<file path="config.mk">
export PLATFORM = sky130hd
export DESIGN_NAME = sdram_rv_arbiter_flat
export DESIGN_NICKNAME = d
export VERILOG_FILES = /design/src/rtl/sdram_rv_arbiter_pkg.sv /design/src/rtl/sdram_rv_arbiter_if.sv /design/src/rtl/sdram_rv_arbiter_pick.sv /design/src/rtl/sdram_rv_arbiter.sv /design/src/flat_wrapper.sv
export SDC_FILE = /design/constraint.sdc
export NUM_CORES = 1
export LEC_CHECK = 0
export ABC_AREA = 1
export ABC_CLOCK_PERIOD_IN_PS = 2290
export BUFFER_PORTS_ARGS = -buffer_cell sky130_fd_sc_hd__buf_4
export CAP_MARGIN = 20
export CORE_MARGIN = 3
export CORE_UTILIZATION = 48
export DETAILED_ROUTE_END_ITERATION = 12
export GPL_ROUTABILITY_DRIVEN = 1
export GPL_TIMING_DRIVEN = 0
export PLACE_DENSITY = 0.87
export SLEW_MARGIN = 20
export SYNTH_ARGS = -nofsm -noshare
export SYNTH_HDL_FRONTEND = slang
export SYNTH_SLANG_ARGS = --single-unit
</file>
<file path="constraint.sdc">
create_clock -name clk -period 2.29 [get_ports clk]
set_input_delay 0.1145 -clock clk [delete_from_list [all_inputs] [get_ports clk]]
set_output_delay 0.1145 -clock clk [all_outputs]
set_load 0.01 [all_outputs]
</file>
<file path="src/rtl/sdram_rv_arbiter_pkg.sv">
// Shared types and defaults for the SDRAM RISC-V port arbiter.
package sdram_rv_arbiter_pkg;

  typedef enum logic [1:0] {
    ARB_IDLE,
    ARB_WAIT_ACK,
    ARB_RD_WAIT,
    ARB_DONE
  } rv_arb_state_t;

  localparam int unsigned RV_ARB_NCLI     = 3;
  localparam int unsigned RV_ARB_RD_DELAY = 3;
  localparam int unsigned RV_ARB_AW       = 20;  // word address [20:1]
  localparam int unsigned RV_ARB_DW       = 16;

  // Bits needed to hold values 0..n-1, never less than one.
  function automatic int unsigned idx_w(int unsigned n);
    return (n > 1) ? $clog2(n) : 1;
  endfunction

endpackage

</file>
<file path="src/rtl/sdram_rv_arbiter_if.sv">
// Client-side bundle of the arbiter: level request in, one-cycle ack out.
// master = client side, slave = arbiter side.
interface sdram_rv_arbiter_if
  import sdram_rv_arbiter_pkg::*;
#(
  parameter int unsigned NCLI = RV_ARB_NCLI
) ();

  logic [NCLI-1:0]           c_req;
  logic [NCLI-1:0]           c_we;
  logic [NCLI*RV_ARB_AW-1:0] c_addr;
  logic [NCLI*RV_ARB_DW-1:0] c_wdata;
  logic [NCLI*2-1:0]         c_ds;
  logic [NCLI-1:0]           c_ack;
  logic [RV_ARB_DW-1:0]      c_rdata;

  modport master (
    output c_req, c_we, c_addr, c_wdata, c_ds,
    input  c_ack, c_rdata
  );

  modport slave (
    input  c_req, c_we, c_addr, c_wdata, c_ds,
    output c_ack, c_rdata
  );

endinterface

</file>
<file path="src/rtl/sdram_rv_arbiter_pick.sv">
// Combinational one-hot grant picker.
// Default: round-robin, search starts after last_i and wraps.
// RV_ARB_FIXED_PRIO_EN: fixed priority, lowest index wins, no pointer input.
module sdram_rv_arbiter_pick
  import sdram_rv_arbiter_pkg::*;
#(
  parameter int unsigned NCLI = RV_ARB_NCLI,
  localparam int unsigned IdxW = idx_w(NCLI)
) (
  input  logic [NCLI-1:0] req_i,
`ifndef RV_ARB_FIXED_PRIO_EN
  input  logic [IdxW-1:0] last_i,
  output logic [IdxW-1:0] idx_o,
`endif
  output logic [NCLI-1:0] gnt_o
);

  logic            found;
  logic [IdxW-1:0] cand;

`ifndef RV_ARB_FIXED_PRIO_EN
  // Walk NCLI candidates starting one past the last grant; first requester wins.
  always_comb begin
    gnt_o = '0;
    idx_o = '0;
    found = 1'b0;
    cand  = last_i;
    for (int k = 0; k < NCLI; k++) begin
      cand = (cand == IdxW'(NCLI - 1)) ? '0 : cand + IdxW'(1);
      if (!found && req_i[cand]) begin
        found       = 1'b1;
        idx_o       = cand;
        gnt_o[cand] = 1'b1;
      end
    end
  end
`else
  // Lowest-index requester wins.
  always_comb begin
    gnt_o = '0;
    found = 1'b0;
    cand  = '0;
    for (int k = 0; k < NCLI; k++) begin
      if (!found && req_i[cand]) begin
        found       = 1'b1;
        gnt_o[cand] = 1'b1;
      end
      cand = cand + IdxW'(1);
    end
  end
`endif

endmodule

</file>
<file path="src/rtl/sdram_rv_arbiter.sv">
// Serialises NCLI clients onto the controller's toggle-handshake RISC-V port,
// hiding the toggle protocol and the post-ack read-data delay.
// Optional macro RV_ARB_FIXED_PRIO_EN selects fixed priority instead of round-robin.
module sdram_rv_arbiter
  import sdram_rv_arbiter_pkg::*;
#(
  parameter int unsigned NCLI     = RV_ARB_NCLI,
  parameter int unsigned RD_DELAY = RV_ARB_RD_DELAY
) (
  input  logic                 clk,
  input  logic                 resetn,
  input  logic                 sdram_busy_i,
  sdram_rv_arbiter_if.slave    cli_if,
  output logic [RV_ARB_AW-1:0] rv_addr_o,
  output logic [RV_ARB_DW-1:0] rv_din_o,
  output logic [1:0]           rv_ds_o,
  output logic                 rv_we_o,
  output logic                 rv_req_o,
  input  logic                 rv_req_ack_i,
  input  logic [RV_ARB_DW-1:0] rv_dout_i
);

  localparam int unsigned IdxW = idx_w(NCLI);
  localparam int unsigned CntW = idx_w(RD_DELAY);

  rv_arb_state_t        state_q;
  logic [NCLI-1:0]      gnt_q, ack_q;
  logic [CntW-1:0]      cnt_q;
  logic [RV_ARB_DW-1:0] rdata_q, din_q;
  logic [RV_ARB_AW-1:0] addr_q;
  logic [1:0]           ds_q;
  logic                 we_q, rv_req_q;

  logic [NCLI-1:0]      pick_gnt;
  logic [RV_ARB_AW-1:0] sel_addr;
  logic [RV_ARB_DW-1:0] sel_wdata;
  logic [1:0]           sel_ds;
  logic                 sel_we;

`ifndef RV_ARB_FIXED_PRIO_EN
  logic [IdxW-1:0] pick_idx, gidx_q, last_q;

  sdram_rv_arbiter_pick #(
    .NCLI (NCLI)
  ) u_pick (
    .req_i  (cli_if.c_req),
    .last_i (last_q),
    .idx_o  (pick_idx),
    .gnt_o  (pick_gnt)
  );
`else
  sdram_rv_arbiter_pick #(
    .NCLI (NCLI)
  ) u_pick (
    .req_i (cli_if.c_req),
    .gnt_o (pick_gnt)
  );
`endif

  // One-hot mux of the winning client's request fields.
  always_comb begin
    sel_addr  = '0;
    sel_wdata = '0;
    sel_ds    = '0;
    sel_we    = 1'b0;
    for (int i = 0; i < NCLI; i++) begin
      if (pick_gnt[i]) begin
        sel_addr  = cli_if.c_addr[i*RV_ARB_AW +: RV_ARB_AW];
        sel_wdata = cli_if.c_wdata[i*RV_ARB_DW +: RV_ARB_DW];
        sel_ds    = cli_if.c_ds[i*2 +: 2];
        sel_we    = cli_if.c_we[i];
      end
    end
  end

  // Transaction FSM; ack is launched on entry to DONE so it is high for the DONE cycle only.
  always_ff @(posedge clk) begin
    if (!resetn) begin
      state_q  <= ARB_IDLE;
      rv_req_q <= rv_req_ack_i;  // match the controller so no request is pending
      gnt_q    <= '0;
      ack_q    <= '0;
      cnt_q    <= '0;
      rdata_q  <= '0;
      addr_q   <= '0;
      din_q    <= '0;
      ds_q     <= '0;
      we_q     <= 1'b0;
`ifndef RV_ARB_FIXED_PRIO_EN
      gidx_q   <= '0;
      last_q   <= IdxW'(NCLI - 1);  // client 0 searched first
`endif
    end else begin
      ack_q <= '0;
      unique case (state_q)
        ARB_IDLE: begin
          if (!sdram_busy_i && (|cli_if.c_req)) begin
            addr_q   <= sel_addr;
            din_q    <= sel_wdata;
            ds_q     <= sel_ds;
            we_q     <= sel_we;
            rv_req_q <= ~rv_req_q;
            gnt_q    <= pick_gnt;
`ifndef RV_ARB_FIXED_PRIO_EN
            gidx_q   <= pick_idx;
`endif
            state_q  <= ARB_WAIT_ACK;
          end
        end
        ARB_WAIT_ACK: begin
          if (rv_req_ack_i == rv_req_q) begin
            if (we_q) begin
              ack_q   <= gnt_q;
              state_q <= ARB_DONE;
            end else begin
              cnt_q   <= CntW'(RD_DELAY - 1);
              state_q <= ARB_RD_WAIT;
            end
          end
        end
        ARB_RD_WAIT: begin
          if (cnt_q == '0) begin
            rdata_q <= rv_dout_i;
            ack_q   <= gnt_q;
            state_q <= ARB_DONE;
          end else begin
            cnt_q <= cnt_q - CntW'(1);
          end
        end
        ARB_DONE: begin
`ifndef RV_ARB_FIXED_PRIO_EN
          last_q  <= gidx_q;
`endif
          state_q <= ARB_IDLE;
        end
        default: state_q <= ARB_IDLE;
      endcase
    end
  end

  assign cli_if.c_ack   = ack_q;
  assign cli_if.c_rdata = rdata_q;
  assign rv_addr_o      = addr_q;
  assign rv_din_o       = din_q;
  assign rv_ds_o        = ds_q;
  assign rv_we_o        = we_q;
  assign rv_req_o       = rv_req_q;

endmodule

</file>
<file path="src/flat_wrapper.sv">
// flat-port wrapper written by rule: the top's interface ports become plain ports
module sdram_rv_arbiter_flat import sdram_rv_arbiter_pkg::*;
#(
  parameter int unsigned NCLI     = RV_ARB_NCLI,
  parameter int unsigned RD_DELAY = RV_ARB_RD_DELAY
)
  (clk, resetn, sdram_busy_i, rv_addr_o, rv_din_o, rv_ds_o, rv_we_o, rv_req_o, rv_req_ack_i, rv_dout_i, cli_if_c_req, cli_if_c_we, cli_if_c_addr, cli_if_c_wdata, cli_if_c_ds, cli_if_c_ack, cli_if_c_rdata);
  sdram_rv_arbiter_if #(.NCLI(NCLI)) cli_if_i ();
  input  logic clk;
  input  logic resetn;
  input  logic sdram_busy_i;
  output logic [RV_ARB_AW-1:0] rv_addr_o;
  output logic [RV_ARB_DW-1:0] rv_din_o;
  output logic [1:0] rv_ds_o;
  output logic rv_we_o;
  output logic rv_req_o;
  input  logic rv_req_ack_i;
  input  logic [RV_ARB_DW-1:0] rv_dout_i;
  input wire logic [$bits(cli_if_i.c_req)-1:0] cli_if_c_req;
  input wire logic [$bits(cli_if_i.c_we)-1:0] cli_if_c_we;
  input wire logic [$bits(cli_if_i.c_addr)-1:0] cli_if_c_addr;
  input wire logic [$bits(cli_if_i.c_wdata)-1:0] cli_if_c_wdata;
  input wire logic [$bits(cli_if_i.c_ds)-1:0] cli_if_c_ds;
  output wire logic [$bits(cli_if_i.c_ack)-1:0] cli_if_c_ack;
  output wire logic [$bits(cli_if_i.c_rdata)-1:0] cli_if_c_rdata;
  assign cli_if_i.c_req = cli_if_c_req;
  assign cli_if_i.c_we = cli_if_c_we;
  assign cli_if_i.c_addr = cli_if_c_addr;
  assign cli_if_i.c_wdata = cli_if_c_wdata;
  assign cli_if_i.c_ds = cli_if_c_ds;
  assign cli_if_c_ack = cli_if_i.c_ack;
  assign cli_if_c_rdata = cli_if_i.c_rdata;
  sdram_rv_arbiter #(.NCLI(NCLI), .RD_DELAY(RD_DELAY)) u_core (.clk(clk), .resetn(resetn), .sdram_busy_i(sdram_busy_i), .cli_if(cli_if_i), .rv_addr_o(rv_addr_o), .rv_din_o(rv_din_o), .rv_ds_o(rv_ds_o), .rv_we_o(rv_we_o), .rv_req_o(rv_req_o), .rv_req_ack_i(rv_req_ack_i), .rv_dout_i(rv_dout_i));
endmodule
</file>
# After elaboration in Yosys (flattened, before gate mapping)
# Index checks and enable logic that the tools add are counted.
classes:
  n_div: 0
  n_eq_ne: 14
  bitwise_logic: 3
  order_cmp: 6
  shifts: 0
  mux: 51
  n_reduce_logical: 18
  multipliers: 0
  add_sub_neg: 4
ops:
  columns: ["operator", "n"]
  rows:
  - ["20-bit two-way mux", 3]
  - ["16-bit two-way mux", 3]
  - ["2-bit two-way mux", 15]
  - ["3-bit two-way mux", 6]
  - ["1-bit two-way mux", 15]
  - ["2-bit equality test, second input constant", 5]
  - ["2-bit by 1-bit != test with 1-bit output, second input constant", 5]
  - ["2-bit by 3-bit less-than comparator with 1-bit output, second input constant", 3]
  - ["2-bit one-hot mux with 4 select lines", 1]
  - ["2-bit by 1-bit adder with 2-bit output, second input constant", 3]
  - ["1-bit binary-select mux with 2-bit select", 3]
  - ["1-bit demux with 2-bit select", 3]
  - ["2-bit by 1-bit greater-or-equal comparator with 1-bit output, second input constant", 3]
  - ["1-bit logical AND", 6]
  - ["3-bit bitwise OR", 2]
  - ["3-bit one-hot mux with 2 select lines", 1]
  - ["2-bit AND reduction", 3]
  - ["2-bit logical NOT", 2]
  - ["2-bit != test, second input constant", 2]
  - ["2-bit one-hot mux with 2 select lines", 1]
  - ["4-bit AND reduction", 1]
  - ["1-bit logical NOT", 3]
  - ["3-bit AND reduction", 1]
  - ["3-bit OR reduction", 1]
  - ["5 further kinds", 5]
word_totals:
  latch_bits: 0
  output_inout_bits: 59
  ram_bits: 0
  in_bits: 140
  elab_cells: 108
  rom_bits: 0
  register_bits: 70
  n_memories: 0

# Longest topological paths before layout
depth:
  depth_word: 15
  mapped_depth: 13
  depth_no_buf: 12

# Modules after synthesis
# Synthesis repeated with hierarchy kept, for this count alone.
unflattened:
  hier_cells: 560
  area_unflattened_um2: 3824.9
modules_own_cells:
  columns: ["mod", "cells_each", "n_inst", "seq_area_each_um2", "area_per_inst_um2"]
  rows:
  - ["sdram_rv_arbiter", 524, 1, 1411.4, 3648.5]
  - ["sdram_rv_arbiter_pick", 36, 1, 0.0, 176.4]

# Worst setup path after synthesis
# OpenSTA, ideal clock, no wires.
synth_timing:
  path_type: "reg2reg"
  from: "reg u_core.state_q[0]"
  to: "reg u_core.din_q[14], in the netlist u_core.rv_din_o[14]"
  setup_ps: 112
  synth_period_minus_slack_ps: 1549
  path_stages_with_launch: 10
  slack_ps: 741
  arrival_ps: 1437
  required_time_ps: 2178
  cell_sequence: "dfxtp_1 > inv_1 > ha_1 > inv_1 > o21ai_1 > inv_1 > buf_2 > buf_2 > nand2_1 > nand2_1"
synth_via:
  elab_chain_cells: 2
synth_lines:
  columns: ["element", "line_no", "source"]
  rows:
  - ["start, declared", "sdram_rv_arbiter.sv:26", "rv_arb_state_t state_q;"]
  - ["start signal, assigned", "sdram_rv_arbiter.sv:79", "state_q <= ARB_IDLE;"]
  - ["start signal, assigned", "sdram_rv_arbiter.sv:107", "state_q <= ARB_WAIT_ACK;"]
  - ["start signal, assigned", "sdram_rv_arbiter.sv:114", "state_q <= ARB_DONE;"]
  - ["2-bit logical NOT", "sdram_rv_arbiter.sv:95", "unique case (state_q)"]
  - ["2-bit AND reduction (no line)", null, null]
  - ["end signal, assigned", "sdram_rv_arbiter.sv:99", "din_q <= sel_wdata;"]
  - ["end, declared", "sdram_rv_arbiter.sv:29", "logic [RV_ARB_DW-1:0] rdata_q, din_q;"]
# No other way between the ends.
# A chain may end at the register's enable or synchronous reset.

# Final worst setup path
layout_timing:
  from: "reg u_core.last_q[1]"
  to: "reg u_core.din_q[5], in the netlist u_core.rv_din_o[5]"
layout_via:
  elab_chain_cells: 15
  elab_cells_between_ends: 44
  cone_classes: "add/sub (3); order compare (6); eq/ne (3); mux (23); bitwise (2); reduce/logical (7)"
layout_lines:
  columns: ["element", "line_no", "source"]
  rows:
  - ["start, declared", "sdram_rv_arbiter.sv:41", "logic [IdxW-1:0] pick_idx, gidx_q, last_q;"]
  - ["start signal, assigned", "sdram_rv_arbiter.sv:91", "last_q <= IdxW'(NCLI - 1);"]
  - ["start signal, assigned", "sdram_rv_arbiter.sv:132", "last_q <= gidx_q;"]
  - ["2-bit by 1-bit adder with 2-bit output / 2-bit equality test (equally long branches)", "sdram_rv_arbiter_pick.sv:29", "cand = (cand == IdxW'(NCLI - 1)) ? '0 : cand + IdxW'(1);"]
  - ["2-bit two-way mux (*)", "sdram_rv_arbiter_pick.sv:29", null]
  - ["2-bit by 1-bit adder with 2-bit output / 2-bit equality test (equally long branches)", "sdram_rv_arbiter_pick.sv:29", null]
  - ["2-bit two-way mux", "sdram_rv_arbiter_pick.sv:29", null]
  - ["2-bit by 1-bit adder with 2-bit output (tied with other cells)", "sdram_rv_arbiter_pick.sv:29", null]
  - ["2-bit two-way mux / 1-bit logical AND (equally long branches)", "sdram_rv_arbiter_pick.sv:29, sdram_rv_arbiter_pick.sv:33", null]
  - ["2-bit by 3-bit less-than comparator with 1-bit output (not written as such) (tied with other cells)", "sdram_rv_arbiter_pick.sv:33", "gnt_o[cand] = 1'b1;"]
  - ["1-bit logical AND (not written as such) / 1-bit demux with 2-bit select (equally long branches)", "sdram_rv_arbiter_pick.sv:33", null]
  - ["1-bit two-way mux (not written as such) / 3-bit bitwise OR (equally long branches)", null, null]
  - ["1-bit demux with 2-bit select / 3-bit two-way mux (equally long branches)", "sdram_rv_arbiter_pick.sv:33, sdram_rv_arbiter_pick.sv:30", null]
  - ["3-bit bitwise OR (no line)", null, null]
  - ["3-bit two-way mux (*)", "sdram_rv_arbiter_pick.sv:30", "if (!found && req_i[cand]) begin"]
  - ["16-bit two-way mux (2 in a row)", "sdram_rv_arbiter.sv:67", "if (pick_gnt[i]) begin"]
  - ["16-bit two-way mux (*)", "sdram_rv_arbiter.sv:67", null]
# Every way passes the cells marked *; elsewhere a longest branch is shown, timed or not. The select of a mux whose other input is x is not followed.

==> metrics.md <==
| Metric | Value |
|---|---|
| DRT Wirelength | `roughly 11000 µm` |
| Global route overflow | `0` |
| Biggest cell delay along the critical path | `0.39 ns` |
| Sequential cell area | `1410 µm²` |
| Maximum root-to-sink buffer count | `2` |
| Slowest-stage cell, CP | `dfxtp_1` |
| Min-delay worst type | `primary input to flop` |
| Gpl congestion | `0.857` |
| Pin count of the biggest net entering global routing | `15` |
| Initial antenna violation count | `0` |
| # diodes | `0` |
| Worst-Margin Slew | `0.538 ns` |
| WP depth | `11` |
| Gate Count Post-Synth | `565` |
| Pre-CTS setup slack | `0.411 ns` |
| Post-CTS Setup Repair Bufs | `0` |
| Final setup margin | `approximately 0.33 ns` |
| Critical path class | `flop to flop` |
| Setup crit end kind | `flop` |
| Reg2reg start | `u_core.last_q[1]` |
| Number of library cell types mapped by synthesis | `24` |
| Synth Net Count | `710` |
| Routed via count | `approximately 4300` |
| Global-route wire length before repair | `18200 µm` |
| Worst EP required | `approximately 2.5 ns` |
| Num CTS Buffers | `9` |
| WP data arrival | `2.19 ns` |
| Worst path top cell family by delay | `simple AND/OR/NAND/NOR gates` |
| Num ports | `199` |
| Final setup vio count | `0` |
| DRC viols | `0` |
| Slew HR | `0.641` |
| Fill count | `575` |
| Sum of negative setup slack | `0 ns` |
| Syn Area/Cell | `about 6.3 µm²` |
| Fmax | `0.511 GHz` |
| Min Tclk post-route | `1.96 ns` |
| Final hold violations | `0` |
| Worst VDD drop | `0.388 mV` |
| Number of global-route vias before repair | `4059` |
| Worst-path clk slew | `0.09 ns` |
| Pwr/cell area | `about 870 nW/µm²` |
| Die width | `92.1 µm` |
| RSZ-0062 raised after global routing | `false` |
| R2R cell count | `11` |
| Final ANT Viol Nets | `0` |
| Worst hold stages | `3` |
| Worst Hold Path EP | `u_core.cli_if.c_rdata[14]` |
| R2R Setup Slk | `0.33 ns` |
| Worst-path cell chain | `nor2_2 -> nand2_1 -> nand3_1 -> inv_1 -> nand3_1 -> inv_1 -> nor2_2 -> buf_4 -> nand3_1 -> nand2_1 -> nand2_1` |
| Row cnt | `30` |
| GR Util All Layers | `0.262` |
| Layout overhead on the synthesized area | `50.8%` |
| Share of cells above drive strength 1 | `0.306` |
| Synth warn | `0` |
| Core area | `6980 µm²` |
| Max Cap Viol | `0` |
| Worst-path fanout max | `10` |
| Nets | `919` |
| Sequential fraction of the synthesis area | `0.396` |
| I/O Buffers | `198` |
| WL/cell | `12.9 µm` |
| Vias per cell | `4.87` |
| Synth Cell Area | `3560 µm²` |
| Startpoint Class | `flop` |
| Synth Register Bits | `70` |
| Final period utilization | `0.854` |
| Status | `finished clean` |
| Buffers & Inverters on Critical Path | `3` |
| Root Buffer | `clkbuf_8` |
| Hold Startpoint | `rv_dout_i[14]` |
| DP HPWL | `8960 µm` |
| Worst-Skew Late Latency | `~0.35 ns` |
| Multi-input gate area | `about 1800 µm²` |
| Pins Over Slew Limit | `0` |
| Cts repair resizes | `0` |
| CTS hold repair buffers | `0` |
| Die area | `8490 µm²` |
| H-tree levels | `3` |
| Pleak | `3.02 nW` |
| Die span in y | `92.1 µm` |
| DR iter-0 viols | `149` |
| WHS | `0.00776 ns` |
| Skew final | `0.0105 ns` |
| Reg2reg end | `u_core.rv_din_o[5]` |
| 1st-pass router iterations | `4` |
| Clock sinks | `70` |
| Initial Util | `0.510` |
| TritonCTS clock tree | `built` |
cell families after synthesis:
kind of cell               after synthesis  synth area share
AOI/OAI and AO/OA                       78             0.111
xor gates and xnor gates                 1           0.00246
adders and majority gates                5            0.0176
buffers and inverters                   93             0.111
DFF                                     70             0.396
and+or+nand+nor                        318             0.361
layout make-up:
type,count,area share
clock buffer,9,0.0231
multi-input combinational,402,0.327
tap,96,0.0224
timing repair buffer,198,0.277
buffer,28,0.0282
inverter,65,0.0454
clock inverter,7,0.0147
sequential,70,0.263
cells in the mapped netlist:
cell type  instances  area (µm²)
nor4_1             3        18.8
xor2_1             1        8.76
ha_1               5        62.6
nand3_2            2        20.0
a211oi_1           1        7.51
o21ai_0           27         135
o21ai_1            1        5.00
nand3b_1           1        7.51
nor2_1            39         146
o22ai_1            3        18.8
inv_1             64         240
edfxtp_1           1        30.0
nand3_1           49         245
nor3_1             1        5.00
nor2_2             2        12.5
clkbuf_1           9        33.8
buf_4              4        30.0
a21oi_1           46         230
nand2_1          220         826
buf_6              2        22.5
nand4_1            1        6.26
buf_2             13        65.1
inv_2              1        3.75
dfxtp_1           69        1380
layer usage:
metal,vias to the layer above,GRT usage,part of all wire
met5,-,0,0
met4,0,0.0928,0.021
met3,19,0.0615,0.079
met2,151,0.465,0.51
met1,1908,0.305,0.39
li1,2184,-,-
tightest hold or removal path, delay by kind of cell:
family	cells	cell delay (ns)
buffers and inverters	1	0.07
AND/OR/NAND/NOR	1	0.07
AO/OA/AOI/OAI	1	0.07
report_power, final:
group	switching (mW)	internal, mW
registers	0.162	1.50
logic	1.12	0.856
clock network	0.508	0.515
flip-flops by register name, indices dropped and copies added, names as in the netlist:
signal	flops
u_core.cnt_q	2
u_core.cli_if.c_ack	3
u_core.state_q	2
u_core.cli_if.c_rdata	16
u_core.gnt_q	3
u_core.last_q	2
u_core.rv_we_o	1
u_core.gidx_q	2
u_core.rv_req_o	1
u_core.rv_addr_o	20
u_core.rv_ds_o	2
u_core.rv_din_o	16
how the worst max path moves through the flow:
| stage | startpoint | endpoint |
|---|---|---|
| final | u_core.last_q[1] | u_core.rv_din_o[5] |
| after global routing | u_core.last_q[1] | u_core.rv_din_o[5] |
| after CTS | u_core.state_q[0] | u_core.rv_din_o[5] |
| after detailed placement | u_core.last_q[1] | u_core.rv_din_o[5] |
| after global placement | u_core.state_q[0] | u_core.rv_din_o[10] |
| after floorplan | u_core.state_q[0] | u_core.rv_din_o[14] |
cells in the final DEF, fill, tap and decap left out, types with 2 or more instances in the layout:
cell / synthesis / routed
buf_4: 4 / 202
inv_6: 0 / 2
clkbuf_8: 0 / 9
nor2_2: 2 / 2
nand3_1: 49 / 49
o21ai_0: 27 / 27
buf_2: 13 / 13
nor2_1: 39 / 39
o22ai_1: 3 / 3
nand3_2: 2 / 2
a21oi_1: 46 / 46
buf_6: 2 / 2
inv_1: 64 / 64
nor4_1: 3 / 3
ha_1: 5 / 5
clkbuf_1: 9 / 9
nand2_1: 220 / 220
dfxtp_1: 69 / 69
clkinv_4: 0 / 2
per-stage QoR:
stage               total power, mW  instance area, µm²  cells   util
floorplan                      2.81                3560    565      -
global placement               3.58                5170    859  0.740
detailed placement             3.66                5170    859  0.740
CTS                            4.67                5370    875  0.769
global route                   5.00                5370    875  0.769
finish                         4.67                5370    875  0.769
(Power assumes the default switching activity.)
